$ cat src/rtl/tile_frame_renderer.sv
// rtl/tile_frame_renderer.sv - double-buffered solid-colour tile renderer with registered VGA outputs
module tile_frame_renderer #(
  parameter int COORD_WIDTH = 10,
  parameter int COLOR_BITS  = 4,
  parameter int GRID_W      = 8,
  parameter int GRID_H      = 8,
  parameter int TILE_SHIFT  = 5,
  parameter int ORIGIN_X    = 192,
  parameter int ORIGIN_Y    = 112,
  parameter logic [3*COLOR_BITS-1:0] BG_RGB = '0,
  parameter logic SYNC_POL  = 1'b0,
  localparam int N     = GRID_W * GRID_H,
  localparam int AW    = $clog2(N),
  localparam int RGB_W = 3 * COLOR_BITS
) (
  input  logic                   i_clk,
  input  logic                   i_rst_n,
  input  logic                   i_pix_en,
  input  logic [COORD_WIDTH-1:0] i_sx,
  input  logic [COORD_WIDTH-1:0] i_sy,
  input  logic                   i_de,
  input  logic                   i_hsync,
  input  logic                   i_vsync,
  input  logic                   i_wr_valid,
  output logic                   o_wr_ready,
  input  logic [AW-1:0]          i_wr_addr,
  input  logic [RGB_W-1:0]       i_wr_rgb,
  input  logic                   i_commit,
  output logic                   o_commit_pending,
  output logic                   o_frame_start,
  output logic [COLOR_BITS-1:0]  o_r,
  output logic [COLOR_BITS-1:0]  o_g,
  output logic [COLOR_BITS-1:0]  o_b,
  output logic                   o_hsync,
  output logic                   o_vsync
);

  localparam logic [COORD_WIDTH-1:0] X_LO = COORD_WIDTH'(ORIGIN_X);
  localparam logic [COORD_WIDTH-1:0] X_HI = COORD_WIDTH'(ORIGIN_X + (GRID_W << TILE_SHIFT));
  localparam logic [COORD_WIDTH-1:0] Y_LO = COORD_WIDTH'(ORIGIN_Y);
  localparam logic [COORD_WIDTH-1:0] Y_HI = COORD_WIDTH'(ORIGIN_Y + (GRID_H << TILE_SHIFT));

  typedef enum logic [1:0] {ST_IDLE, ST_PENDING, ST_COPY} state_t;

  state_t            state_q, state_d;
  logic              front_sel_q, front_sel_d;
  logic [AW-1:0]     cnt_q, cnt_d;
  logic              vs_prev_q, vs_prev_d;

  logic              inside_q, inside_d;
  logic [AW-1:0]     addr_q, addr_d;
  logic              de1_q, de1_d;
  logic              hs1_q, hs1_d;
  logic              vs1_q, vs1_d;
  logic [RGB_W-1:0]  rgb_q, rgb_d;
  logic              hs_q, hs_d;
  logic              vs_q, vs_d;

  // Banks power up zero and are deliberately excluded from reset.
  logic [RGB_W-1:0]  bank0_q [N] = '{default: '0};
  logic [RGB_W-1:0]  bank1_q [N] = '{default: '0};

  logic              we_back, mem_we0, mem_we1;
  logic [AW-1:0]     mem_waddr;
  logic [RGB_W-1:0]  mem_wdata;
  logic [RGB_W-1:0]  front_rd, copy_rd;
  logic [COORD_WIDTH-1:0] dx, dy;
  logic              wr_in_range;

  assign front_rd      = front_sel_q ? bank1_q[addr_q] : bank0_q[addr_q];
  assign copy_rd       = front_sel_q ? bank1_q[cnt_q] : bank0_q[cnt_q];
  assign wr_in_range   = ({1'b0, i_wr_addr} < (AW+1)'(N));
  assign o_frame_start = i_rst_n && i_pix_en && (i_vsync == SYNC_POL) && (vs_prev_q != SYNC_POL);
  assign mem_we0       = i_rst_n && we_back && front_sel_q;
  assign mem_we1       = i_rst_n && we_back && !front_sel_q;

  always_comb begin
    state_d          = state_q;
    front_sel_d      = front_sel_q;
    cnt_d            = cnt_q;
    o_wr_ready       = 1'b0;
    o_commit_pending = 1'b0;
    we_back          = 1'b0;
    mem_waddr        = i_wr_addr;
    mem_wdata        = i_wr_rgb;
    case (state_q)
      ST_IDLE: begin
        o_wr_ready = 1'b1;
        we_back    = i_wr_valid && wr_in_range;
        if (i_commit) state_d = ST_PENDING;
      end
      ST_PENDING: begin
        o_commit_pending = 1'b1;
        if (o_frame_start) begin
          front_sel_d = ~front_sel_q;
          cnt_d       = '0;
          state_d     = ST_COPY;
        end
      end
      ST_COPY: begin
        we_back   = 1'b1;
        mem_waddr = cnt_q;
        mem_wdata = copy_rd;
        cnt_d     = cnt_q + 1'b1;
        if (cnt_q == AW'(N - 1)) state_d = ST_IDLE;
      end
      default: state_d = ST_IDLE;
    endcase
  end

  always_comb begin
    dx         = i_sx - X_LO;
    dy         = i_sy - Y_LO;
    vs_prev_d  = vs_prev_q;
    inside_d   = inside_q;
    addr_d     = addr_q;
    de1_d      = de1_q;
    hs1_d      = hs1_q;
    vs1_d      = vs1_q;
    rgb_d      = rgb_q;
    hs_d       = hs_q;
    vs_d       = vs_q;
    if (i_pix_en) begin
      vs_prev_d = i_vsync;
      inside_d  = (i_sx >= X_LO) && (i_sx < X_HI) && (i_sy >= Y_LO) && (i_sy < Y_HI);
      addr_d    = AW'((dy >> TILE_SHIFT) * COORD_WIDTH'(GRID_W) + (dx >> TILE_SHIFT));
      de1_d     = i_de;
      hs1_d     = i_hsync;
      vs1_d     = i_vsync;
      if (!de1_q)       rgb_d = '0;
      else if (inside_q) rgb_d = front_rd;
      else              rgb_d = BG_RGB;
      hs_d      = hs1_q;
      vs_d      = vs1_q;
    end
  end

  always_ff @(posedge i_clk) begin
    if (!i_rst_n) begin
      state_q     <= ST_IDLE;
      front_sel_q <= 1'b0;
      cnt_q       <= '0;
      vs_prev_q   <= ~SYNC_POL;
      inside_q    <= 1'b0;
      addr_q      <= '0;
      de1_q       <= 1'b0;
      hs1_q       <= ~SYNC_POL;
      vs1_q       <= ~SYNC_POL;
      rgb_q       <= '0;
      hs_q        <= ~SYNC_POL;
      vs_q        <= ~SYNC_POL;
    end else begin
      state_q     <= state_d;
      front_sel_q <= front_sel_d;
      cnt_q       <= cnt_d;
      vs_prev_q   <= vs_prev_d;
      inside_q    <= inside_d;
      addr_q      <= addr_d;
      de1_q       <= de1_d;
      hs1_q       <= hs1_d;
      vs1_q       <= vs1_d;
      rgb_q       <= rgb_d;
      hs_q        <= hs_d;
      vs_q        <= vs_d;
    end
  end

  always_ff @(posedge i_clk) begin
    if (mem_we0) bank0_q[mem_waddr] <= mem_wdata;
    if (mem_we1) bank1_q[mem_waddr] <= mem_wdata;
  end

  assign o_r     = rgb_q[RGB_W-1 -: COLOR_BITS];
  assign o_g     = rgb_q[2*COLOR_BITS-1 -: COLOR_BITS];
  assign o_b     = rgb_q[COLOR_BITS-1:0];
  assign o_hsync = hs_q;
  assign o_vsync = vs_q;

endmodule

$ cat config.mk
export PLATFORM = sky130hd
export DESIGN_NAME = tile_frame_renderer
export DESIGN_NICKNAME = d
export VERILOG_FILES = /design/src/rtl/tile_frame_renderer.sv
export SDC_FILE = /design/constraint.sdc
export NUM_CORES = 2
export LEC_CHECK = 0
export CAP_MARGIN = 20
export CORE_ASPECT_RATIO = 0.6
export CORE_MARGIN = 2
export CORE_UTILIZATION = 45
export DETAILED_ROUTE_END_ITERATION = 6
export PLACE_DENSITY = 0.56
export REMOVE_ABC_BUFFERS = 1
export SLEW_MARGIN = 5
export SYNTH_ARGS = -nofsm -noshare
export SYNTH_HDL_FRONTEND = slang
export SYNTH_SLANG_ARGS = --single-unit
$ cat constraint.sdc
create_clock -name i_clk -period 23.9 [get_ports i_clk]
set_input_delay 4.78 -clock i_clk [delete_from_list [all_inputs] [get_ports i_clk]]
set_output_delay 4.78 -clock i_clk [all_outputs]
set_load 0.02 [all_outputs]
# == After elaboration in Yosys (flattened, before gate mapping) ==
# Memory sizes are Yosys's and may differ from the RTL's. A register that Yosys moved wholly into a read port is not among the register bits.
# Index checks and enable logic that the tools add are counted.
# op_classes
add_sub_neg,4
mul,0
div,0
order_cmp,4
n_eq_ne,6
shifts,0
mux,27
bitwise_logic,2
reduce_logical,15
# ops
cell,n
12-bit two-way mux,5
6-bit two-way mux,10
10-bit by 9-bit < comparator with 1-bit output (second input constant),2
6-bit case mux with 2 select lines,1
10-bit by 7-bit greater-or-equal comparator with 1-bit output (second input constant),1
10-bit by 8-bit greater-or-equal comparator with 1-bit output (second input constant),1
10-bit by 8-bit subtractor with 10-bit output (second input constant),1
1-bit logical AND,9
8-bit by 7-bit subtractor with 8-bit output (second input constant),1
6-bit by 1-bit adder with 6-bit output (second input constant),1
6-bit by 5-bit adder with 6-bit output,1
6-bit equality test (second input constant),1
1-bit two-way mux,6
2-bit two-way mux,3
2-bit inequality test (second input constant),3
2-bit case mux with 3 select lines,1
2-bit AND reduction,2
3-bit AND reduction,1
2-bit by 1-bit equality test with 1-bit output (second input constant),1
2-bit equality test (second input constant),1
2-bit zero test,1
1-bit NOT,2
1-bit case mux with 2 select lines,1
2-bit nonzero test,1
1-bit zero test,1
# totals
reg_bits,33
latchBits,0
ramBits,1536
mem_bits_ro,0
input_bits,46
mem_count,2
# mem_list
memory,depth,width,read_ports,rd_ports_with_merged_regs,write_ports,line,rtl
bank0_q,64,12,2,2,1,60,logic [RGB_W-1:0] bank0_q [N] = '{default: '0};
bank1_q,64,12,2,2,1,61,logic [RGB_W-1:0] bank1_q [N] = '{default: '0};

# == Depth between registers and ports, before layout ==
# logic_depth
depth_word,7
depth_mapped,11

# == Worst setup path after synthesis ==
# No wires, ideal clock.
# synth_path
path_type,input to register
start,input i_wr_rgb[0]
end,memory bank0_q[0][0] (netlist bit) (data pin)
setup_ns,1.266
arrival_ns,10.055
required_ns,22.634
slack_ns,12.579
stages,2
path_buffers,0
cell_sequence,nor2_1 > a221oi_1
# synth_between
elab_chain_len,1
# synth_lines
element,line,rtl
from (decl),27,"input logic [RGB_W-1:0] i_wr_rgb,"
12-bit two-way mux,86,case (state_q)
net mem_wdata[0],65,logic [RGB_W-1:0] mem_wdata;
to (decl),60,
# The timed path passes the listed nets, and every way through them passes these cells.

# == Worst setup path in the final report ==
# layout_path
start,input i_pix_en
end,output o_frame_start
# layout_between
elab_chain_len,3
# layout_lines
element,line,rtl
from (decl),18,"input logic i_pix_en,"
1-bit logical AND (3 in series),73,assign o_frame_start = i_rst_n && i_pix_en && (i_vsync == SYNC_POL) && (vs_prev_q != SYNC_POL);
to (decl),30,"output logic o_frame_start,"
# No other way between the ends.

==> flow_summary.ini <==
[logic_synthesis]
ys_types = 55
synthArstFlopShare_pct = 0
synth_flop_cell = edfxtp_1
ys_seq_area_share_pct = 64.28
ys_ff_latch = 1581
synth_warnings = 0
mappedNetlistArea_mm2 = 0.07315
synth_edf_count = 1536
syn_inst = 3811
syn_area_per_cell_um2 = 19.20

[clock_tree]
cts_hold_buf = 0
cts_tree = built
cts_buffers = 151
ctsRootBufferMaster = clkbuf_16
clock_latency_ps = 800
postCtsResizedCells = 0
htreeDepth = 4
clock_path_buffers = 3
cts_setup_buffers = 0
cts.sinks = 1581
clkTransAtPathRegs_ps = 60

[sta]
setup_viol = 0
tightest_slew_ps = 1255
slew_headroom_pct = 14.20
fin_setup_tns_ps = 0
layout_min_cycle_time_ps = 12330
max_freq_ghz = 0.08109
finalHoldViolations = 0
fin_skew_ps = 32.01
period_share_pct = 51.59
maxSlewViolCount = 0
rsz0062_at_grt = no

[grt]
grt_max_degree = 115
antenna_found_initial = 7
grt_pass1_wl_um = 316300
track_usage_pct = 27.29
first_global_vias = 40400
overflow = 0

[place]
detailed_place_hpwl_um = 148400
port_buffers = 53
place.gp.congestion = 0.9164
placed_cells = 5903

[detailed_routing]
via_per_inst = 6.700
firstDrtPassIters = 6
totalWireLength_um = 225800
drc = 0
drtIter0Drc = 5548
dr_total_vias = 41450
postRouteAntennaNets = 0
wl_per_cell_um = 36.50

[job]
maxCapViolCount = 0

[worst_setup_path]
critPathCapture = o_frame_start
r2r_setup_slack_ps = 17540
timing.rr.end = bank1_q[38][8]
worst_ep_arrival_time_ps = 7550
start_kind = primary input
critical_path_class = in -> out
rr_worst_depth = 8
worstPathMaxFanout = 17
worstSetupEndpointType = output port
cp.required_ps = 19120
crit_start = i_pix_en

[floorplan]
core-area_mm2 = 0.1612
die_h_um = 316.3
die_area_mm2 = 0.1659
die_w_um = 524.5
start_util_pct = 45.39
rows = 114
io_pins = 63

[layout]
drive_gt1_share_pct = 31.42
finalNetCount = 3966
syn_to_final_growth_pct = 11.97
instances_no_fill = 6187

[status]
status = completed

[power]
ir_worst_vdd_uv = 59.27
power_density_mw_per_mm2 = 72.96
p_leak_nw = 24.13

[min_path]
hold_path_class = reg -> reg
synth_stat cells (all sizes together) (2+ instances only):
master | instances | area share (%)
edfxtp | 1536 | 63
mux4 | 733 | 23
mux2i | 239 | 3.3
nor2 | 235 | 1.2
buf | 184 | 1.5
nand2 | 125 | 0.64
clkbuf | 104 | 0.53
a22oi | 91 | 0.93
o22ai | 70 | 0.60
o21ai | 54 | 0.37
mux2 | 49 | 0.75
dfxtp | 45 | 1.2
nand3 | 40 | 0.27
a211oi | 32 | 0.33
a221oi | 31 | 0.38
a2111oi | 30 | 0.39
a21oi | 22 | 0.15
nor2b | 20 | 0.17
a31oi | 18 | 0.15
nand2b | 17 | 0.15
nor3 | 16 | 0.11
and2 | 15 | 0.13
a22o | 13 | 0.16
nand4 | 12 | 0.10
o221ai | 12 | 0.14
clkinv | 10 | 0.051
inv | 8 | 0.041
nor4 | 7 | 0.060
a221o | 6 | 0.082
o22a | 6 | 0.072
nand3b | 5 | 0.051
xor2 | 5 | 0.060
ha | 4 | 0.068
or3 | 4 | 0.034
xnor2 | 2 | 0.024
cell families after synthesis:
kind of cell               share of synthesized area [%]
AOI/OAI and AO/OA                                  3.814
xor gates and xnor gates                         0.08381
adders and majority gates                        0.09579
buffers and inverters                              2.112
DFF                                                64.28
muxes                                              26.63
and+or+nand+nor                                    2.978
state kept, by name, summed over array words and instances, names as in the netlist, 2 cells and up, named ones only:
register	cells
rgb_q	12
state_q	2
bank1_q	768
addr_q	6
cnt_q	6
bank0_q	768
how the worst min path moves through the flow:
stage,start,to,slack (ps),cells past startpoint
2_1_floorplan,hs1_q,hs1_q,440,2
3_3_place_gp,vs1_q,vs1_q,450,2
3_5_place_dp,addr_q[1],register,460,2
4_1_cts,addr_q[1],register,470,2
5_1_grt,hs1_q,hs1_q,510,2
6_report,addr_q[1],register,470,2
stage by stage:
step	utilization (%)	cell area [um^2]	hold WS, ps	setup slack (ps)	total power, W
6_report	50.82	81910	468.8	11570	0.005976
5_1_grt	50.82	81910	506.9	11500	0.006139
4_1_cts	50.78	81850	472.4	11610	0.006007
3_5_place_dp	47.63	76770	463.4	11610	0.003521
3_3_place_gp	47.61	76740	453.5	11630	0.003520
2_1_floorplan	-	71680	439.9	3142	0.003475
layout by cell type, fill, tap and decap left out, types with 8 or more instances in the layout:
| cell | count |
|---|---|
| mux4_1 | 8 |
| nand2b_1 | 17 |
| bufinv_16 | 20 |
| inv_1 | 8 |
| nor2b_1 | 14 |
| o221ai_1 | 12 |
| mux4_2 | 725 |
| nor2_2 | 52 |
| a21oi_1 | 22 |
| nor2_1 | 182 |
| nand2_1 | 125 |
| a221oi_4 | 12 |
| mux2_2 | 49 |
| a31oi_1 | 18 |
| o21ai_0 | 54 |
| clkbuf_1 | 28 |
| a2111oi_0 | 11 |
| edfxtp_1 | 1536 |
| a22oi_1 | 91 |
| buf_4 | 172 |
| clkdlybuf4s50_1 | 53 |
| clkbuf_16 | 158 |
| dfxtp_1 | 36 |
| mux2i_1 | 239 |
| a221oi_1 | 18 |
| nand3_1 | 40 |
| nand4_1 | 12 |
| nor3_1 | 16 |
| clkinv_2 | 21 |
| clkinv_1 | 40 |
| a211oi_1 | 32 |
| buf_12 | 8 |
| a22o_1 | 13 |
| o22ai_1 | 70 |
| a2111oi_1 | 13 |
| and2_1 | 14 |
critical path, stage by stage:
cell and delay (ps):
clkdlybuf4s50_1 970, nand2_1 150, nor3_1 870, clkdlybuf4s50_1 770
routing by layer:
| layer | vias up | track usage, % | part of all wire (%) |
|---|---|---|---|
| li1 | 16520 | - | - |
| met1 | 22330 | 42.53 | 44 |
| met2 | 2300 | 37.58 | 42 |
| met3 | 297 | 7.184 | 11 |
| met4 | 0 | 8.017 | 2.7 |
| met5 | - | 0 | 0 |
report_power, final:
group / internal [W] / leakage, nW / total (W) / switching (W)
Clock: 0.00143 / 2.46 / 0.00251 / 0.00108
Combinational: 0.000142 / 7.50 / 0.000402 / 0.000260
Sequential: 0.00305 / 14.2 / 0.00306 / 0.00000959
layout make-up:
| type | count | area [um^2] |
|---|---|---|
| inverters | 18 | 67.56 |
| well taps | 2146 | 2685 |
| diodes | 2 | 5.005 |
| fillers | 12900 | 79270 |
| clock buffers | 188 | 4086 |
| multi-input cells | 1924 | 24980 |
| repair buffers | 239 | 2046 |
| clock inverters | 89 | 985.9 |
| flip-flops and latches | 1581 | 47050 |
No activity file was read; power rests on OpenSTA's default activity.
